<file path="src/rtl/pc_gen.sv">
// pc_gen: fetch program-counter generator for the IFU front end.
// Holds the architectural fetch PC and offers one fetch address per cycle
// over a valid/ready handshake. It arbitrates trap and branch redirects,
// aligns their targets, and supports a sticky halt.
//
// Parameters:
//   ADDR_W    - fetch address width
//   RESET_VEC - first fetch address after reset
//   STEP      - sequential increment in bytes (2 or 4)
// Ports:
//   clk, rst                        - clock, async active-high reset
//   trap_valid_i / trap_pc_i        - trap redirect request and target
//   redirect_valid_i / redirect_pc_i- branch/jump redirect request and target
//   halt_i                          - stop fetching, sticky until reset
//   pc_ready_i                      - fetch stage accepts pc_o
//   pc_valid_o / pc_o               - fetch request and address
//   misalign_o                      - one-cycle pulse: last target had low bits set
//   halted_o                        - block is halted
//   redirect_cnt_o                  - saturating count of applied redirects
//                                     (only with PC_GEN_REDIRECT_CNT_EN defined)
module pc_gen #(
  parameter int unsigned       ADDR_W    = 32,
  parameter logic [ADDR_W-1:0] RESET_VEC = ADDR_W'(32'h8000_0000),
  parameter int unsigned       STEP      = 4
) (
  input  logic              clk,
  input  logic              rst,
  input  logic              trap_valid_i,
  input  logic [ADDR_W-1:0] trap_pc_i,
  input  logic              redirect_valid_i,
  input  logic [ADDR_W-1:0] redirect_pc_i,
  input  logic              halt_i,
  input  logic              pc_ready_i,
  output logic              pc_valid_o,
  output logic [ADDR_W-1:0] pc_o,
  output logic              misalign_o,
  output logic              halted_o
`ifdef PC_GEN_REDIRECT_CNT_EN
  ,
  output logic [31:0]       redirect_cnt_o
`endif
);

  typedef enum logic [1:0] {
    ST_BOOT   = 2'd0,
    ST_RUN    = 2'd1,
    ST_HALTED = 2'd2
  } state_t;

  // Bits cleared on redirect targets: [1:0] for STEP=4, [0] for STEP=2.
  localparam logic [ADDR_W-1:0] LOW_MASK = ADDR_W'(STEP - 1);
  localparam logic [ADDR_W-1:0] STEP_INC = ADDR_W'(STEP);

  state_t            state;
  logic              target_apply;
  logic [ADDR_W-1:0] target_pc;

  // Trap outranks branch redirect.
  always_comb begin
    target_apply = trap_valid_i | redirect_valid_i;
    target_pc    = trap_valid_i ? trap_pc_i : redirect_pc_i;
  end

  // State machine, PC register and registered outputs.
  always_ff @(posedge clk or posedge rst) begin
    if (rst) begin
      state      <= ST_BOOT;
      pc_o       <= RESET_VEC;
      pc_valid_o <= 1'b0;
      misalign_o <= 1'b0;
      halted_o   <= 1'b0;
`ifdef PC_GEN_REDIRECT_CNT_EN
      redirect_cnt_o <= 32'd0;
`endif
    end else begin
      misalign_o <= 1'b0;
      unique case (state)
        ST_BOOT: begin
          // halt and redirects sampled here are ignored.
          state      <= ST_RUN;
          pc_valid_o <= 1'b1;
        end
        ST_RUN: begin
          if (halt_i) begin
            state      <= ST_HALTED;
            pc_valid_o <= 1'b0;
            halted_o   <= 1'b1;
          end else if (target_apply) begin
            pc_o       <= target_pc & ~LOW_MASK;
            misalign_o <= |(target_pc & LOW_MASK);
`ifdef PC_GEN_REDIRECT_CNT_EN
            if (redirect_cnt_o != 32'hFFFF_FFFF) begin
              redirect_cnt_o <= redirect_cnt_o + 32'd1;
            end
`endif
          end else if (pc_valid_o && pc_ready_i) begin
            // Wraps modulo 2^ADDR_W by construction.
            pc_o <= pc_o + STEP_INC;
          end
        end
        ST_HALTED: begin
          pc_valid_o <= 1'b0;
          halted_o   <= 1'b1;
        end
        default: begin
          state      <= ST_BOOT;
          pc_valid_o <= 1'b0;
          halted_o   <= 1'b0;
        end
      endcase
    end
  end

endmodule

</file>
<file path="config.mk">
export PLATFORM = sky130hd
export DESIGN_NAME = pc_gen
export DESIGN_NICKNAME = d
export VERILOG_FILES = /design/src/rtl/pc_gen.sv
export SDC_FILE = /design/constraint.sdc
export NUM_CORES = 1
export LEC_CHECK = 0
export BUFFER_PORTS_ARGS = -buffer_cell sky130_fd_sc_hd__buf_2
export CELL_PAD_IN_SITES_DETAIL_PLACEMENT = 0
export CELL_PAD_IN_SITES_GLOBAL_PLACEMENT = 1
export CORE_UTILIZATION = 37
export CTS_CLUSTER_DIAMETER = 80
export DETAILED_ROUTE_END_ITERATION = 6
export GPL_TIMING_DRIVEN = 0
export PLACE_DENSITY = 0.81
export SYNTH_ARGS = -nofsm -noshare
export SYNTH_HDL_FRONTEND = slang
export SYNTH_SLANG_ARGS = --single-unit
</file>
<file path="constraint.sdc">
create_clock -name clk -period 3.4 [get_ports clk]
set_input_delay 0.68 -clock clk [delete_from_list [all_inputs] [get_ports clk]]
set_output_delay 0.68 -clock clk [all_outputs]
set_load 0.03 [all_outputs]
</file>
After elaboration in Yosys (flattened, before gate mapping)
Cells that the tools add are included.
- flip-flop bits (word level): 37
- input port bits: 70
- output and inout bits: 35
- $add $sub $neg: 1
- eq/ne operators: 3
- mux-type cells: 12
- bitwise gates (word level): 4
- reduce and logical (&&, ||, !) cells: 7
- operators by type and width (kind ; number):
    $mux W32 ; 3
    $add A32 B3 Y32 const B ; 1
    $pmux W2 S3 ; 1
    $mux W1 ; 5
    $reduce_and A2 Y1 ; 2
    $not A1 Y1 ; 3
    $pmux W1 S3 ; 1
    $reduce_and A3 Y1 ; 1
    $eq A2 B1 Y1 const B ; 1
    $eq A2 B2 Y1 const B ; 1
    $logic_not A2 Y1 ; 1
    $mux W2 ; 1
    $ne A2 B2 Y1 const B ; 1
    $pmux W1 S2 ; 1
    $reduce_bool A2 Y1 ; 1
    $reduce_or A2 Y1 ; 1
    $logic_and A1 B1 Y1 ; 1
    $or A1 B1 Y1 ; 1

Depth between registers and ports, before layout
- depth after elaboration: 5
- gate-level depth with buffers: 8

Worst setup path after synthesis
OpenSTA, ideal clock, no wires.
- path kind: input port to flip-flop
- start point: input trap_valid_i
- end point: register pc_o[20]
- arrival: 2.030 ns
- data required time: 3.258 ns
- setup slack: 1.228 ns
- stages: 6
- buffers on the path: 2
- cells stage by stage: clkbuf_1 > a211oi_1 > nor2_1 > clkbuf_1 > mux2i_1 > o211ai_1
- longest elaborated chain between the ends: 3
- elaborated cells between the ends (all ways): 5
- classes of those cells: mux: 2; bitwise: 1; reduce/logical: 2
- RTL lines (what ; RTL line ; source):
    start, declared ; 28 ; input logic trap_valid_i,
    $or A1 B1 Y1 ; 60 ; target_apply = trap_valid_i | redirect_valid_i;
    $reduce_bool A2 Y1 (no source line) ; n/a ;
    $reduce_and A3 Y1 (no source line) ; n/a ;
    end signal, assigned ; 89 ; pc_o <= target_pc & ~LOW_MASK;
    end signal, assigned ; 98 ; pc_o <= pc_o + STEP_INC;
    end, declared ; 35 ; output logic [ADDR_W-1:0] pc_o,
Several ways; a longest one is shown, not always the timed one.
A chain may end at the register's enable or synchronous reset.

Worst setup path in the final report
- start point: input trap_valid_i
- end point: register pc_o[2]
The elaborated chain is that of the path after synthesis.

==> summary.md <==
| Metric | Value |
|---|---|
| Crit share post-route | `76.2%` |
| Cts hold-fix bufs | `0` |
| Post-route setup TNS | `0 ns` |
| Antenna Violating Nets Remaining | `0` |
| WS Path Type | `input port to flip-flop` |
| Vias in the first global route | `2825` |
| Clock share of power | `11.4%` |
| FILL cells | `742` |
| Row count | `30` |
| Yosys cell types | `55` |
| CP max stage delay | `0.88 ns` |
| CTS tree | `built` |
| GPL Wtd Cong | `0.929` |
| Nets@finish | `504` |
| Crit-path cells | `clkbuf_1 > a211oi_1 > nand2b_1 > buf_2 > buf_2 > a21oi_1 > o22ai_1` |
| Critical R2R Capture | `pc_o[4]$_DFFE_PP0P_` |
| Critical path startpoint category | `input port` |
| Die Ht | `86.1 um` |
| Metal3 WL | `593 um` |
| Slew Viols, Final | `0` |
| CP dominant cell by count | `buf_2` |
| Post-Syn Area | `2620 um^2` |
| Most frequent cells in the layout | `104 x buf_2, 40 x nand2_1, 34 x dfrtp_1` |
| Via count | `3044` |
| DRC violations left | `0` |
| Warnings from Yosys | `0` |
| Sequential Power Share | `36.5%` |
| Drt via density | `5.81` |
| Max-slew headroom | `19.1%` |
| DRT met1 WL | `4010 um` |
| Most common cell after layout, fill and taps aside | `buf_2` |
| Total GRT Usage | `24.9%` |
| Delay-heaviest family, CP | `compound AO/OA/AOI/OAI gates` |
| Crit Reg-Reg Startpoint | `state[1]$_DFFE_PP0P_` |
| Area of the die | `7410 um^2` |
| Clk_lat worst skew | `0.29 ns` |
| DRT iter0 DRCs | `259` |
| PD cells | `765 nW/um^2` |
| Finished Core Util | `48.6%` |
| Clk slew on worst S/H paths | `0.07 ns` |
| Worst Hold Path EP | `pc_valid_o$_DFFE_PP0P_` |
| Max H-tree Level | `2` |
| Flop-to-flop setup slack | `1.04 ns` |
| Met2 WL post-DR | `4250 um` |
| Post-synthesis sequential area ratio | `33.5%` |
| Register bit count reported by yosys | `35` |
| Sw Ratio | `52.4%` |
| Drt wl/cell | `17.3 um` |
| DR pass1 iterations | `5` |
| Post-Route Skew | `0.00835 ns` |
| Reg2reg path depth | `8` |
| Combinational fraction of design power | `52.1%` |
| Worst hold path type | `flip-flop to flip-flop` |
| Pin count of the biggest net entering global routing | `36` |
| Top cells by area, synth | `dfrtp_1 33%, a22o_1 6.0%, nand2_1 5.7%, nand4_1 4.8%, o21ai_0 4.0%` |
| CP Max Fanout | `10` |
| Critical path buffers and inverters | `3` |
| Initial Util | `38.3%` |
| DPL Wire Length | `6540 um` |
| Share of cells above drive strength 1 | `28.7%` |
| Synth top area share | `32.5%` |
| RSZ-0062 raised after global routing | `no` |
| Final wirelength | `9060 um` |
| Max Cap Viol | `0` |
| Psw | `1330 uW` |
| Die W | `86.1 um` |
| Synthesis-to-layout area growth | `26.8%` |
| Ys flop type | `dfrtp_1` |
| Internal power | `1210 uW` |
| Core Area | `6830 um^2` |
| Post-synth EDFFs | `0` |
| Syn avg cell area | `8.18 um^2` |
| Worst slew pin tran | `1.20 ns` |
| Fmax | `386 MHz` |
| Clock buffer depth | `2` |
| Worst Hold Path Cells | `2` |
| Status | `finished, final reports clean` |
| Syn Inst Count | `320` |
| Max IR drop VDD | `322 uV` |
| Hold Fails Final Rpt | `0` |
| Cell taking the most area after synthesis | `dfrtp_1` |
| Post-layout min period | `2.59 ns` |
| Postcts setup bufs | `0` |
| CP Data Required Time | `3.60 ns` |
| First-pass GRT wire length | `14200 um` |
| Root buf cell | `clkbuf_8` |
| Worst path slowest cell | `a211oi_1` |
| Setup crit end kind | `flip-flop` |
| GRT overflow | `0` |
| Top-Level Pins | `105` |
| CTS Buf Count | `5` |
| Num Clock Sinks | `35` |
| Worst Hold Launch | `pc_valid_o$_DFFE_PP0P_` |
| Post-CTS sizing | `0` |
| Final setup fails | `0` |
| I/O Buffers | `101` |
| ANT cells | `0` |
| Ys async rst share | `100%` |
| Pleak | `0.00143 uW` |
| Initial antenna violation count | `0` |
| Crit path DAT | `2.79 ns` |
| Top sig layer | `met4` |
-- layer usage --
metal  up-vias  track usage, %
met2       152            41.0
met5         -               0
met3        14            3.66
met1      1426            33.1
met4         0            8.94
li1       1452               -
-- logic make-up after synthesis --
group                      synth area share (%)
and+or+nand+nor                            26.6
AOI/OAI and AO/OA                          28.6
DFF                                        33.5
buffers and inverters                      5.59
muxes                                      3.11
adders and majority gates                  2.39
other                                     0.143
-- metrics by stage --
stage | total power [uW] | instance area, um^2 | worst slack (ns) | hold slack [ns] | cells
floorplan | 1790 | 2620 | 1.23 | 0.566 | 321
global placement | 2220 | 3250 | 0.532 | 0.489 | 518
detailed placement | 2240 | 3250 | 0.568 | 0.496 | 518
CTS | 2540 | 3320 | 0.861 | 0.515 | 524
global route | 2700 | 3320 | 0.644 | 0.543 | 524
finish | 2540 | 3320 | 0.808 | 0.508 | 524
-- state kept, by name, summed over array words and instances (netlist names) --
name and count:
misalign_o 1, halted_o 1, state 2, pc_valid_o 1, pc_o 30
-- power by group through the flow --
| stage | Sequential, uW | Combinational (uW) | Clock (uW) |
|---|---|---|---|
| after global placement | 924 | 1300 | 0 |
| after CTS | 919 | 1320 | 295 |
| after floorplan | 1210 | 576 | 0 |
| after detailed placement | 924 | 1320 | 0 |
| after global routing | 960 | 1430 | 307 |
| final | 926 | 1320 | 290 |
-- worst reg2reg max path, cell delays in order, from the launching register on --
cell and delay, ns:
dfrtp_1 0.38, inv_1 0.11, ha_1 0.17, nand2b_1 0.05
clkbuf_1 0.22, nor2_1 0.27, clkbuf_1 0.60, o21ai_0 0.20
a22o_1 0.27
-- how the worst max path moves through the flow --
stage | start | to | slack [ns] | cells past startpoint
floorplan | trap_valid_i | pc_o[20]$_DFFE_PP0P_ | 1.23 | 6
global placement | trap_valid_i | pc_o[24]$_DFFE_PP0P_ | 0.53 | 6
global route | trap_valid_i | pc_o[8]$_DFFE_PP0P_ | 0.64 | 7
CTS | trap_valid_i | pc_o[8]$_DFFE_PP0P_ | 0.86 | 7
detailed placement | trap_valid_i | pc_o[8]$_DFFE_PP0P_ | 0.57 | 7
finish | trap_valid_i | pc_o[2]$_DFFE_PP0P_ | 0.81 | 7
-- cells in the mapped netlist (5+ instances only) --
master      n
nand2_1    40
dfrtp_1    34
o21ai_0    21
nand4_1    20
a22o_1     18
clkbuf_1   18
nor2_1     17
a21oi_1    15
nor4_1     11
o211ai_1   11
inv_1       9
nand3_1     9
mux2i_1     7
nor3_1      7
ha_1        5
o2bb2ai_1   5
o311ai_0    5
or3_1       5
-- cell type report --
cell class | instances | area [um^2] | area share (%)
tap | 96 | 120 | 3.62
multi-input combinational | 252 | 1600 | 48.1
buffer | 25 | 113 | 3.39
clock buffer | 6 | 72.6 | 2.19
inverter | 9 | 33.8 | 1.02
timing repair buffer | 101 | 505 | 15.2
sequential | 35 | 877 | 26.4
Power figures use the tool's default switching activity.
